## src/rtl/ifu_pkg.sv

```systemverilog
// ifu_pkg: shared widths, reset pc, fetch FSM states and buffered fetch entry type
package ifu_pkg;
    localparam int XLEN = 64;
    localparam int IW = 32;
    localparam logic [XLEN-1:0] RESET_PC = 64'h8000_0000;
    typedef enum logic [1:0] {IDLE, REQ, WAIT, DROP} fetch_state_t;
    typedef struct packed {
        logic [XLEN-1:0] pc;
        logic [IW-1:0] inst;
    } fetch_entry_t;
endpackage

```

## src/rtl/inst_fetch_unit_if.sv

```systemverilog
// inst_fetch_unit_if: instruction-memory request bus plus decode-side valid/ready handshake
interface inst_fetch_unit_if;
    import ifu_pkg::*;
    logic imem_req_o;
    logic [XLEN-1:0] imem_addr_o;
    logic imem_gnt_i;
    logic imem_rvalid_i;
    logic [IW-1:0] imem_rdata_i;
    logic inst_valid_o;
    logic inst_ready_i;
    logic [IW-1:0] inst_o;
    logic [XLEN-1:0] inst_pc_o;
    modport master (
        output imem_req_o, imem_addr_o, inst_valid_o, inst_o, inst_pc_o,
        input imem_gnt_i, imem_rvalid_i, imem_rdata_i, inst_ready_i
    );
    modport slave (
        input imem_req_o, imem_addr_o, inst_valid_o, inst_o, inst_pc_o,
        output imem_gnt_i, imem_rvalid_i, imem_rdata_i, inst_ready_i
    );
endinterface

```

## src/rtl/inst_fetch_unit_fifo.sv

```systemverilog
// fetch_fifo: registered FIFO of {pc, inst} entries with synchronous clear
module fetch_fifo
    import ifu_pkg::*;
#(
    parameter int DEPTH = 2,
    localparam int AW = $clog2(DEPTH)
) (
    input  logic         clk,
    input  logic         rst_n,
    input  logic         push,
    input  logic         pop,
    input  logic         clear,
    input  fetch_entry_t din,
    output fetch_entry_t dout,
    output logic [AW:0]  count,
    output logic         full,
    output logic         empty
);
    fetch_entry_t mem [DEPTH];
    logic [AW-1:0] rd_ptr, wr_ptr;
    logic do_push, do_pop;

    assign full = count == (AW+1)'(DEPTH);
    assign empty = count == '0;
    assign do_pop = pop && !empty;
    assign do_push = push && (!full || do_pop);
    assign dout = mem[rd_ptr];

    always_ff @(posedge clk or negedge rst_n) begin
        if (!rst_n) begin
            rd_ptr <= '0;
            wr_ptr <= '0;
            count <= '0;
            for (int i = 0; i < DEPTH; i++) mem[i] <= '0;
        end else if (clear) begin
            rd_ptr <= '0;
            wr_ptr <= '0;
            count <= '0;
        end else begin
            if (do_push) mem[wr_ptr] <= din;
            wr_ptr <= wr_ptr + AW'(do_push);
            rd_ptr <= rd_ptr + AW'(do_pop);
            count <= count + (AW+1)'(do_push) - (AW+1)'(do_pop);
        end
    end
endmodule

```

## src/rtl/inst_fetch_unit.sv

```systemverilog
// inst_fetch_unit: single-outstanding instruction fetch with a small {pc, inst} buffer toward decode
module inst_fetch_unit
    import ifu_pkg::*;
#(
    parameter int FIFO_DEPTH = 2
) (
    input  logic            clk,
    input  logic            rst_n,
    input  logic [XLEN-1:0] pc_i,
    output logic            pc_en_o,
    input  logic            flush_i,
    inst_fetch_unit_if.master bus
);
    localparam int CW = $clog2(FIFO_DEPTH) + 1;

    fetch_state_t state, next;
    logic [XLEN-1:0] addr_q;
    logic outstanding, req, push, pop, space, full, empty;
    logic [CW-1:0] count;
    fetch_entry_t head;

    // Counting the in-flight response keeps rvalid from ever landing on a full buffer
    assign space = (count + CW'(outstanding)) < CW'(FIFO_DEPTH) && !full;

    always_comb begin
        next = state;
        req = 1'b0;
        pc_en_o = 1'b0;
        push = 1'b0;
        case (state)
            IDLE: next = REQ;
            REQ: begin
                req = space;
                if (req && bus.imem_gnt_i) begin
                    pc_en_o = !flush_i;
                    next = flush_i ? DROP : WAIT;
                end
            end
            WAIT: begin
                push = bus.imem_rvalid_i && !flush_i;
                next = bus.imem_rvalid_i ? REQ : (flush_i ? DROP : WAIT);
            end
            DROP: next = bus.imem_rvalid_i ? REQ : DROP;
        endcase
    end

    always_ff @(posedge clk or negedge rst_n) begin
        if (!rst_n) begin
            state <= IDLE;
            addr_q <= '0;
            outstanding <= 1'b0;
        end else begin
            state <= next;
            if (req && bus.imem_gnt_i) addr_q <= pc_i;
            outstanding <= (req && bus.imem_gnt_i) ? 1'b1 : (bus.imem_rvalid_i ? 1'b0 : outstanding);
        end
    end

    assign pop = bus.inst_valid_o && bus.inst_ready_i;

    fetch_fifo #(.DEPTH(FIFO_DEPTH)) u_fifo (
        .clk   (clk),
        .rst_n (rst_n),
        .push  (push),
        .pop   (pop),
        .clear (flush_i),
        .din   ('{pc: addr_q, inst: bus.imem_rdata_i}),
        .dout  (head),
        .count (count),
        .full  (full),
        .empty (empty)
    );

    assign bus.imem_req_o = req;
    assign bus.imem_addr_o = req ? pc_i : '0;
    assign bus.inst_valid_o = !empty;
    assign bus.inst_o = head.inst;
    assign bus.inst_pc_o = head.pc;
endmodule
```

## src/flat_wrapper.sv

```systemverilog
// flat-port wrapper written by rule: the top's interface ports become plain ports
module inst_fetch_unit_flat import ifu_pkg::*;
#(
    parameter int FIFO_DEPTH = 2
)
  (clk, rst_n, pc_i, pc_en_o, flush_i, bus_imem_req_o, bus_imem_addr_o, bus_inst_valid_o, bus_inst_o, bus_inst_pc_o, bus_imem_gnt_i, bus_imem_rvalid_i, bus_imem_rdata_i, bus_inst_ready_i);
  inst_fetch_unit_if bus_i ();
  input  logic clk;
  input  logic rst_n;
  input  logic [XLEN-1:0] pc_i;
  output logic pc_en_o;
  input  logic flush_i;
  output wire logic [$bits(bus_i.imem_req_o)-1:0] bus_imem_req_o;
  output wire logic [$bits(bus_i.imem_addr_o)-1:0] bus_imem_addr_o;
  output wire logic [$bits(bus_i.inst_valid_o)-1:0] bus_inst_valid_o;
  output wire logic [$bits(bus_i.inst_o)-1:0] bus_inst_o;
  output wire logic [$bits(bus_i.inst_pc_o)-1:0] bus_inst_pc_o;
  input wire logic [$bits(bus_i.imem_gnt_i)-1:0] bus_imem_gnt_i;
  input wire logic [$bits(bus_i.imem_rvalid_i)-1:0] bus_imem_rvalid_i;
  input wire logic [$bits(bus_i.imem_rdata_i)-1:0] bus_imem_rdata_i;
  input wire logic [$bits(bus_i.inst_ready_i)-1:0] bus_inst_ready_i;
  assign bus_imem_req_o = bus_i.imem_req_o;
  assign bus_imem_addr_o = bus_i.imem_addr_o;
  assign bus_inst_valid_o = bus_i.inst_valid_o;
  assign bus_inst_o = bus_i.inst_o;
  assign bus_inst_pc_o = bus_i.inst_pc_o;
  assign bus_i.imem_gnt_i = bus_imem_gnt_i;
  assign bus_i.imem_rvalid_i = bus_imem_rvalid_i;
  assign bus_i.imem_rdata_i = bus_imem_rdata_i;
  assign bus_i.inst_ready_i = bus_inst_ready_i;
  inst_fetch_unit #(.FIFO_DEPTH(FIFO_DEPTH)) u_core (.clk(clk), .rst_n(rst_n), .pc_i(pc_i), .pc_en_o(pc_en_o), .flush_i(flush_i), .bus(bus_i));
endmodule
```

## config.mk

```make
export PLATFORM = sky130hd
export DESIGN_NAME = inst_fetch_unit_flat
export DESIGN_NICKNAME = d
export VERILOG_FILES = /design/src/rtl/ifu_pkg.sv /design/src/rtl/inst_fetch_unit_if.sv /design/src/rtl/inst_fetch_unit_fifo.sv /design/src/rtl/inst_fetch_unit.sv /design/src/flat_wrapper.sv
export SDC_FILE = /design/constraint.sdc
export NUM_CORES = 1
export LEC_CHECK = 0
export CORE_ASPECT_RATIO = 0.5
export CORE_MARGIN = 10
export CORE_UTILIZATION = 52
export CTS_BUF_LIST = sky130_fd_sc_hd__clkbuf_4 sky130_fd_sc_hd__clkbuf_8
export DETAILED_ROUTE_END_ITERATION = 8
export PLACE_DENSITY = 0.82
export SLEW_MARGIN = 20
export SYNTH_ARGS = -nofsm -noshare
export SYNTH_HDL_FRONTEND = slang
export SYNTH_SLANG_ARGS = --single-unit
```

## constraint.sdc

```tcl
create_clock -name clk -period 2.3 [get_ports clk]
set_input_delay 0.46 -clock clk [delete_from_list [all_inputs] [get_ports clk]]
set_output_delay 0.46 -clock clk [all_outputs]
set_load 0.01 [all_outputs]
```

==> Word-level counts from Yosys, hierarchy flattened <==
Index checks and enable logic that the tools add are counted.
{ "word_totals": {"output_inout_bits": 163, "elab_cells": 64, "inputBits": 102, "regBits": 263} }
{ "classes": {"n_reduce_logical": 16, "magnitude_cmp": 4, "bitwise_logic": 3, "add_sub_neg": 5, "mux": 21, "n_eq_ne": 5} }
{ "op_table": {"columns": ["op", "n"], "rows": [
  ["$mux W96", 4],
  ["$bwmux W192", 1],
  ["$demux W96 S1", 1],
  ["$mux W64", 1],
  ["$mux W1", 9],
  ["$logic_and A1 B1 Y1", 8],
  ["$mux W2", 4],
  ["$pmux W2 S4", 1],
  ["$eq A2 B2 Y1 const B", 3],
  ["$add A2 B1 Y2", 2],
  ["$ge A2 B2 Y1 const B", 2],
  ["$logic_not A2 Y1", 2],
  ["$not A1 Y2", 2],
  ["$logic_not A1 Y1", 3],
  ["$add A1 B1 Y1", 2],
  ["$eq A2 B1 Y1 const B", 1],
  ["$lt A2 B1 Y1 const B", 1],
  ["$lt A2 B2 Y1 const B", 1],
  ["$ne A2 B1 Y1 const B", 1],
  ["$reduce_and A2 Y1", 1],
  ["$reduce_bool A2 Y1", 1],
  ["$sub A2 B1 Y2", 1],
  ["$logic_or A1 B1 Y1", 1],
  ["$not A1 Y1", 1]
]} }

==> Longest topological paths before layout <==
Gate-level depths: netlist of run 1.
{ "depth": {"depth_word": 9, "depth_mapped": 8, "ltp_nobuf": 8} }

==> By module <==
From an unflattened synthesis of run 1, not the netlist that was laid out.
{ "unflattened": {"cells_unflattened": 760, "hier_area_um2": 11657.4} }
{ "modules_own_cells": {"columns": ["module", "cells_per_inst", "instances", "area_per_inst_um2"], "rows": [
  ["fetch_fifo", 536, 1, 8619.5],
  ["inst_fetch_unit", 224, 1, 3037.9]
]} }

==> Worst setup path after synthesis of run 1 <==
Ideal clock, no wire load.
{ "synth_path": {"path_type": "register -> output", "from": "register u_core.u_fifo.rd_ptr", "to": "output bus_inst_pc_o[34]", "arrival_time_ps": 1582, "path_stages_with_launch": 5, "setup_slack_ps": 258, "path_buffers": 3, "path_cell_list": "dfrtp_1 > clkbuf_1 > clkbuf_1 > clkbuf_1 > mux2_2"} }
{ "synth_via": {"elab_chain_cells": 4} }
{ "synth_rtl": {"columns": ["element", "line_no", "rtl"], "rows": [
  ["start: declaration", "inst_fetch_unit_fifo.sv:20", "logic [AW-1:0] rd_ptr, wr_ptr;"],
  ["start signal: assignment", "inst_fetch_unit_fifo.sv:42", "rd_ptr <= rd_ptr + AW'(do_pop);"],
  ["$not A1 Y2 (not written as such)", "inst_fetch_unit_fifo.sv:27", "assign dout = mem[rd_ptr];"],
  ["$mux W96 (not written as such) (3 in series)", "inst_fetch_unit_fifo.sv:27", null],
  ["end: declaration", "flat_wrapper.sv:17", "output wire logic [$bits(bus_i.inst_pc_o)-1:0] bus_inst_pc_o;"]
]} }
Every way passes these cells. The select of a mux whose other input is x is not followed.

==> Final worst setup path of run 1 <==
{ "layout_path": {"from": "register u_core.u_fifo.count[1]", "to": "output bus_imem_addr_o[36]"} }
{ "layout_via": {"elab_chain_cells": 5, "elab_cells_between_ends": 7} }
{ "layout_rtl": {"columns": ["element", "line_no", "rtl"], "rows": [
  ["start: declaration", "inst_fetch_unit_fifo.sv:15", "output logic [AW:0] count,"],
  ["start signal: assignment", "inst_fetch_unit_fifo.sv:43", "count <= count + (AW+1)'(do_push) - (AW+1)'(do_pop);"],
  ["$add A2 B1 Y2 / $eq A2 B2 Y1 (equally long branches)", "inst_fetch_unit.sv:23, inst_fetch_unit_fifo.sv:23", null],
  ["$lt A2 B2 Y1 / $logic_not A1 Y1 (equally long branches)", "inst_fetch_unit.sv:23", "assign space = (count + CW'(outstanding)) < CW'(FIFO_DEPTH) && !full;"],
  ["$logic_and A1 B1 Y1 *", "inst_fetch_unit.sv:23", null],
  ["$mux W1 *", "inst_fetch_unit.sv:30", "case (state)"],
  ["$mux W64 *", "inst_fetch_unit.sv:75", "assign bus.imem_addr_o = req ? pc_i : '0;"],
  ["end: declaration", "flat_wrapper.sv:14", "output wire logic [$bits(bus_i.imem_addr_o)-1:0] bus_imem_addr_o;"]
]} }
Mark *: on every way between the ends. The rest lies on a longest branch, timed or not.

==> metrics.txt, run 1 <==
startpoint types flip-flop; simple-gate area share of the yosys netlist under 10%; Total GRT Usage roughly a fifth; WL final 29.5 mm; CP required 1840 ps; reg-to-reg slack, setup around 110 ps; CTS tree built; CTS Buffer Depth 3; WP data arrival 2090 ps; initial antenna violation count 0; Clock Skew 15.2 ps; sequential share of the synthesized area 56.6%; reg-to-reg endpoint u_core.u_fifo.count[1]; core area 21800 sq um; # rows 38; crit path max fanout 5; Synth Cell Area ~12000 sq um; area grow syn2layout 33.3%; Avg WL per Cell about 21 microns; Post-Synth Adder-Cell Area less than 1%; worst-case reg-to-reg path depth 10; violated checks setup timing; Synth Area in Compound Gates less than 1%; port bufs between 200 and 300; DR iter-0 viols 333; total congestion overflow 0; Max-slew headroom 67.3%; DRC violations left 0; fraction of synthesized area in multiplexers around 35%; Post-Synth XOR/XNOR Area less than 1%; clock-pin slew on the worst setup and hold paths ~70 ps; fillcell total ~1500; clock sink count between 200 and 300; HPWL after detailed placement approximately 20 mm; post-route setup slack -255 ps; PnR Total Power 19.6 mW; WS Path Type flip-flop to output pin; initial core utilization a little over half; Yosys reg bits around 260; first-pass GRT wire length about 46 mm; Worst R2R Start u_core.u_fifo.count[1]; largest net degree at the start of global routing just over 60; Die Ht around 130 microns; first-pass detailed-route iteration total 4; crit path time final 2550 ps; peak supply drop roughly 0.62 mV; dpl cells about 1300; IO Count approximately 270; Post-DRT Antenna Nets 0; Max-Cap Viols 0; cells after synthesis ~760; Vias between 7000 and 8000; mean post-synth cell area 15.4 sq um; Non-Filler Instances between 1000 and 1500; CP startpoint u_core.u_fifo.count[1]; outcome finished, violations left; fin crit share 111%; Root Driver clkbuf_8; placer congestion estimate between 0.7 and 0.8; Die Wd 231 microns; share of cells above drive strength 1 a little under three fifths; Net count, final between 1000 and 1500; H-tree depth 2; Pwr per Cell Area around 1300 nW/um^2; CTS buffer count 38; Highest Clock Rate between 300 and 400 MHz; Synth Warn # 0; Max Slew Vio Count 0; net count of the mapped netlist 861; main combinational cell family by area after synthesis multiplexers; Leak ~8 nW; endpoints failing setup 65; crit path capture type output pin; measured slew at the worst slew-check pin 490 ps; vias in the first global route 8114; post-synth cell types 32; HP Class input pin to async pin; clk_lat worst skew roughly 520 ps; final hold vios 0; DR vias/cell about 5.2; RSZ-0062 raised after global routing yes; DIE AREA 29100 sq um
how the worst max path moves through the flow:
stage / to / slack (ps) / depth (start not counted)
2_1_floorplan: bus_inst_pc_o[34] / 260 / 4
3_3_place_gp: bus_imem_addr_o[25] / -190 / 5
3_5_place_dp: bus_imem_addr_o[32] / -290 / 5
4_1_cts: bus_inst_pc_o[47] / -310 / 3
5_1_grt: bus_imem_addr_o[47] / -380 / 7
6_report: bus_imem_addr_o[36] / -250 / 7
layer usage:
| metal | GRT usage, % | vias to the layer above | part of all wire, % |
|---|---|---|---|
| met5 | 0 | - | 0 |
| met4 | 3.96 | 0 | 1.8 |
| met3 | 4.37 | 40 | 4.7 |
| met2 | 36.2 | 146 | 53 |
| met1 | 23.2 | 3765 | 41 |
| li1 | - | 3280 | - |
power by group:
group          internal, mW  total, mW  leakage (nW)  switching, mW
registers              6.14       7.07          3.42          0.927
logic                  5.06       8.83          4.19           3.77
clock network          2.05       3.75         0.400           1.70
total                  13.2       19.6          8.01           6.40
logic make-up (layout without fill, tap and decap cells):
logic type | count (synthesis) | count (layout)
muxes | 352 | 352
and+or+nand+nor | 84 | 84
buffers and inverters | 49 | 375
AOI/OAI and AO/OA | 5 | 5
other | 0 | 1
DFF | 263 | 263
xor gates and xnor gates | 2 | 2
adders and majority gates | 2 | 2
placed cells by master (no fill, tap or decap), types with 2 or more instances in the layout:
| cell | netlist | layout |
|---|---|---|
| a21o_1 | 2 | 2 |
| and2_1 | 65 | 53 |
| and2_4 | 0 | 12 |
| buf_12 | 4 | 22 |
| buf_16 | 0 | 3 |
| buf_2 | 18 | 79 |
| buf_4 | 6 | 19 |
| buf_6 | 0 | 15 |
| clkbuf_2 | 0 | 38 |
| clkbuf_4 | 0 | 12 |
| clkbuf_8 | 0 | 48 |
| clkdlybuf4s50_1 | 0 | 100 |
| dfrtp_1 | 263 | 261 |
| dlymetal6s2s_1 | 0 | 33 |
| ha_1 | 2 | 2 |
| inv_1 | 3 | 3 |
| mux2_2 | 312 | 293 |
| mux2_4 | 40 | 59 |
| nor2_1 | 4 | 4 |
| or2_2 | 2 | 2 |
flip-flops by register name, summed over array words and instances, names as in the netlist:
register	flops
u_core.u_fifo.rd_ptr	1
u_core.outstanding	1
u_core.u_fifo.wr_ptr	1
u_core.u_fifo.mem	192
u_core.u_fifo.count	2
u_core.state	2
u_core.addr_q	64
cells in the mapped netlist:
cell type	count	share of area, %
a21boi_0	1	0.065
a21o_1	2	0.13
a31oi_1	1	0.054
and2_1	65	3.5
and3b_1	1	0.075
buf_1	1	0.032
buf_12	4	0.69
buf_2	18	0.78
buf_4	6	0.39
buf_8	1	0.13
clkbuf_1	16	0.52
dfrtp_1	263	57
ha_1	2	0.22
inv_1	3	0.097
mux2_2	312	30
mux2_4	40	5.2
nand2_1	1	0.032
nand2b_1	1	0.054
nand3b_1	1	0.065
nand4bb_4	1	0.24
nor2_1	4	0.13
nor2b_1	1	0.054
nor3_1	2	0.086
nor3_2	1	0.086
nor3b_1	1	0.065
nor4_1	1	0.054
nor4b_1	1	0.075
o21a_1	1	0.065
or2_2	2	0.11
or3_1	1	0.054
xnor2_1	1	0.075
xor2_1	1	0.075
through the flow:
stage	instance area (sq um)	hold WS, ps	utilization (%)	setup TNS, ps	worst slack (ps)
after floorplan	11600	164	-	0	258
after global placement	14900	430	68.2	-14720	-187
after detailed placement	14900	441	68.2	-23110	-289
after CTS	15400	457	70.7	-35040	-313
after global routing	15500	506	71.0	-23510	-382
final	15500	488	71.0	-15110	-255
critical path, stage by stage (launching register included):
cell	delay, ps
dfrtp_1	420
a21boi_4	170
nor4b_2	260
buf_4	190
buf_6	140
clkbuf_16	150
and2_4	150
buf_6	100
what timing repair did:
action | in CTS | in global routing
gates resized for setup | 389 | 161
buffers inserted | 5 | 2
gates cloned | 3 | 1
pin swaps | 3 | 2
setup endpoints to repair | 163 | 145
endpoints found under the hold margin | 52 | 0
hold buffers | 1 | 0
area by class of cell:
| cell class | count | area, sq um | area share [%] |
|---|---|---|---|
| diodes | 1 | 2.50 | 0.0161 |
| inverters | 3 | 11.3 | 0.0727 |
| multi-input cells | 445 | 4890 | 31.5 |
| clock buffers | 60 | 751 | 4.84 |
| flip-flops and latches | 263 | 6590 | 42.5 |
| repair buffers | 312 | 2880 | 18.6 |
| well taps | 300 | 375 | 2.42 |
Note: power is estimated with default switching activity, not from simulation.
==> run 2, diff against run 1 <==
HOLD_SLACK_MARGIN = 0.02   (was unset)
==> results of run 2 <==
No change in the layout: final DEF, timing and power equal those of run 1.
==> run 3, diff against run 2 <==
SKIP_LAST_GASP = 1   (was unset)
==> run 3 against run 2 <==
Fmax shrank 4.1%. Via count rose by 1.4%. The flow still finishes with violations (setup timing). Clock power about the same. Critical path depth rose by 1. Total power up 3.6%. Register-to-register slack barely moved. Die area unchanged. Cell count increased by 1.9%.
==> metrics.txt, run 3 (synthesis results as in run 1) <==
CTS tree built (unchanged); crit path time final 2660 ps (was 2550 ps); Net count, final 1194 (was 1167); post-route setup slack -363 ps (was -255 ps); core area 21800 sq um (unchanged); reg-to-reg slack, setup 100 ps (was 110 ps); most common cell after layout, fill and taps aside mux2_2 (unchanged); Worst Path Buf+Inv 5 (was 4); max reg flops 192 (unchanged); Pwr per Cell Area 1290 nW/um^2 (was 1270 nW/um^2); crit path capture type output pin (unchanged); Worst R2R Start u_core.u_fifo.count[1] (unchanged); worst-path cell chain and3b_2 > nor4b_2 > buf_4 > buf_6 > buf_16 > buf_12 > and2_4 > buf_6 (was a21boi_4 > nor4b_2 > buf_4 > buf_6 > clkbuf_16 > and2_4 > buf_6); total congestion overflow 0 (unchanged); most frequent cells in the layout 309 x mux2_2, 262 x dfrtp_1, 100 x clkdlybuf4s50_1 (was 293 x mux2_2, 261 x dfrtp_1, 100 x clkdlybuf4s50_1); DR vias/cell 5.20 (was 5.22); Antenna diodes 0 (was 1); CTS buffer count 38 (unchanged); # rows 38 (unchanged); Clock Skew 17.3 ps (was 15.2 ps); fin crit share 116% (was 111%); WS Path Type flip-flop to output pin (unchanged); port bufs 264 (unchanged); Root Driver clkbuf_8 (unchanged); H-tree depth 2 (unchanged); clock-pin slew on the worst setup and hold paths 70 ps (about the same); HP Class input pin to async pin (unchanged); CTS Buffer Depth 3 (unchanged); first-pass GRT wire length 46.6 mm (was 46.3 mm); endpoints failing setup 115 (was 65); cell family with most CP delay buffers and inverters (unchanged); Highest Clock Rate 376 MHz (was 391 MHz); startpoint types flip-flop (unchanged); most flop-heavy register u_core.u_fifo.mem (unchanged); HPWL after detailed placement 19.8 mm (unchanged); post-route cell area 15800 sq um (was 15500 sq um); DRC violations left 0 (unchanged); initial core utilization 53.3% (unchanged); DR iter-0 viols 351 (was 333); WP data arrival 2200 ps (was 2090 ps); hold_ws 486 ps (was 488 ps); slowest stage delay, CP 410 ps (was 420 ps); initial antenna violation count 0 (unchanged); IO Count 265 (unchanged); measured slew at the worst slew-check pin 492 ps (was 490 ps); Max-slew headroom 67.2% (was 67.3%); fillcell total 1480 (was 1494); placer congestion estimate 0.788 (unchanged); clk_lat worst skew 520 ps (about the same); worst-case reg-to-reg path depth 10 (unchanged); DIE AREA 29100 sq um (unchanged); peak supply drop 0.615 mV (was 0.616 mV); first-pass detailed-route iteration total 4 (unchanged); area grow syn2layout 35.6% (was 33.3%); PnR Total Power 20.4 mW (was 19.6 mW); violated checks setup timing (unchanged); RSZ-0062 raised after global routing yes (unchanged); Largest regs u_core.u_fifo.mem (192), u_core.addr_q (64) (unchanged); Total GRT Usage 19.8% (was 19.7%); Die Ht 126 microns (unchanged); CP required 1840 ps (about the same); vias in the first global route 8153 (was 8114); outcome finished, violations left (unchanged); Critical-path top delay cell dfrtp_1 (unchanged); reg-to-reg endpoint u_core.u_fifo.count[1] (unchanged); Avg WL per Cell 22.0 microns (was 21.3 microns); final hold vios 0 (unchanged); Max Slew Vio Count 0 (unchanged); Worst path most repeated cell buf_6 (unchanged); Vias 7334 (was 7231); WL final 31.0 mm (was 29.5 mm); Cell Area, Placed 14900 sq um (unchanged); share of cells above drive strength 1 59.4% (was 56.6%); Leak 7.84 nW (was 8.01 nW); largest net degree at the start of global routing 62 (unchanged); crit path max fanout 6 (was 5); Die Wd 231 microns (unchanged); Max-Cap Viols 0 (unchanged); Post-DRT Antenna Nets 0 (unchanged); clock sink count 263 (unchanged); post-layout util 72.2% (was 71.0%)
## run 3: cell types whose count changed in the layout (fill, tap and decap cells not counted), sizes merged
cell and change:
clkdlybuf4s15 +19, clkbuf +46, buf -16, diode -1
dlymetal6s2s -22
## run 3: final cells by class
cell class	instances	area [sq um]	share of cell area [%]
Sequential cell	263	6590	41.8
Multi-Input combinational cell	445	4810	30.5
Timing Repair Buffer	339	3230	20.5
Clock buffer	60	751	4.76
Tap cell	300	375	2.38
Inverter	3	11.3	0.0714
## run 3: routing by layer
metal | part of all wire (%) | wire [microns] | vias to the layer above | global-route usage [%]
li1 | - | - | 3342 | -
met1 | 42 | 12900 | 3820 | 23.3
met2 | 52 | 16200 | 133 | 36.4
met3 | 4.2 | 1300 | 39 | 4.42
met4 | 1.7 | 537 | 0 | 4.19
met5 | 0 | 0 | - | 0
## run 3: metrics by stage
| stage | TNS, ps | cells | setup slack [ps] |
|---|---|---|---|
| after floorplan | 0 | 757 | 258 |
| after global placement | -14720 | 1311 | -187 |
| after detailed placement | -23110 | 1311 | -289 |
| after CTS | -48290 | 1380 | -354 |
| after global routing | -33010 | 1410 | -475 |
| final | -22490 | 1410 | -363 |
## run 3: how the worst max path moves through the flow
stage,end,startpoint,cells after the start
after floorplan,bus_inst_pc_o[34],u_core.u_fifo.rd_ptr,4
after global placement,bus_imem_addr_o[25],u_core.u_fifo.count[0],5
after detailed placement,bus_imem_addr_o[32],u_core.u_fifo.count[1],5
after CTS,bus_inst_pc_o[32],u_core.u_fifo.rd_ptr,3
after global routing,bus_imem_addr_o[47],u_core.u_fifo.count[0],8
final,bus_imem_addr_o[2],u_core.u_fifo.count[0],8
## run 3: timing repair
action,4_1_cts,5_1_grt
endpoints found under the hold margin,52,0
gates resized for setup,243,246
setup buffers,5,21
endpoints found under the setup margin,163,162
gates cloned,3,10
pin swaps,2,7
hold buffers,1,0
## run 3: where the power goes
group,total (mW),leakage [nW],switching [mW],internal (mW)
clock,3.76,0.400,1.72,2.05
combinational,9.54,4.02,4.03,5.50
sequential,7.05,3.42,0.912,6.14
total,20.4,7.84,6.66,13.7
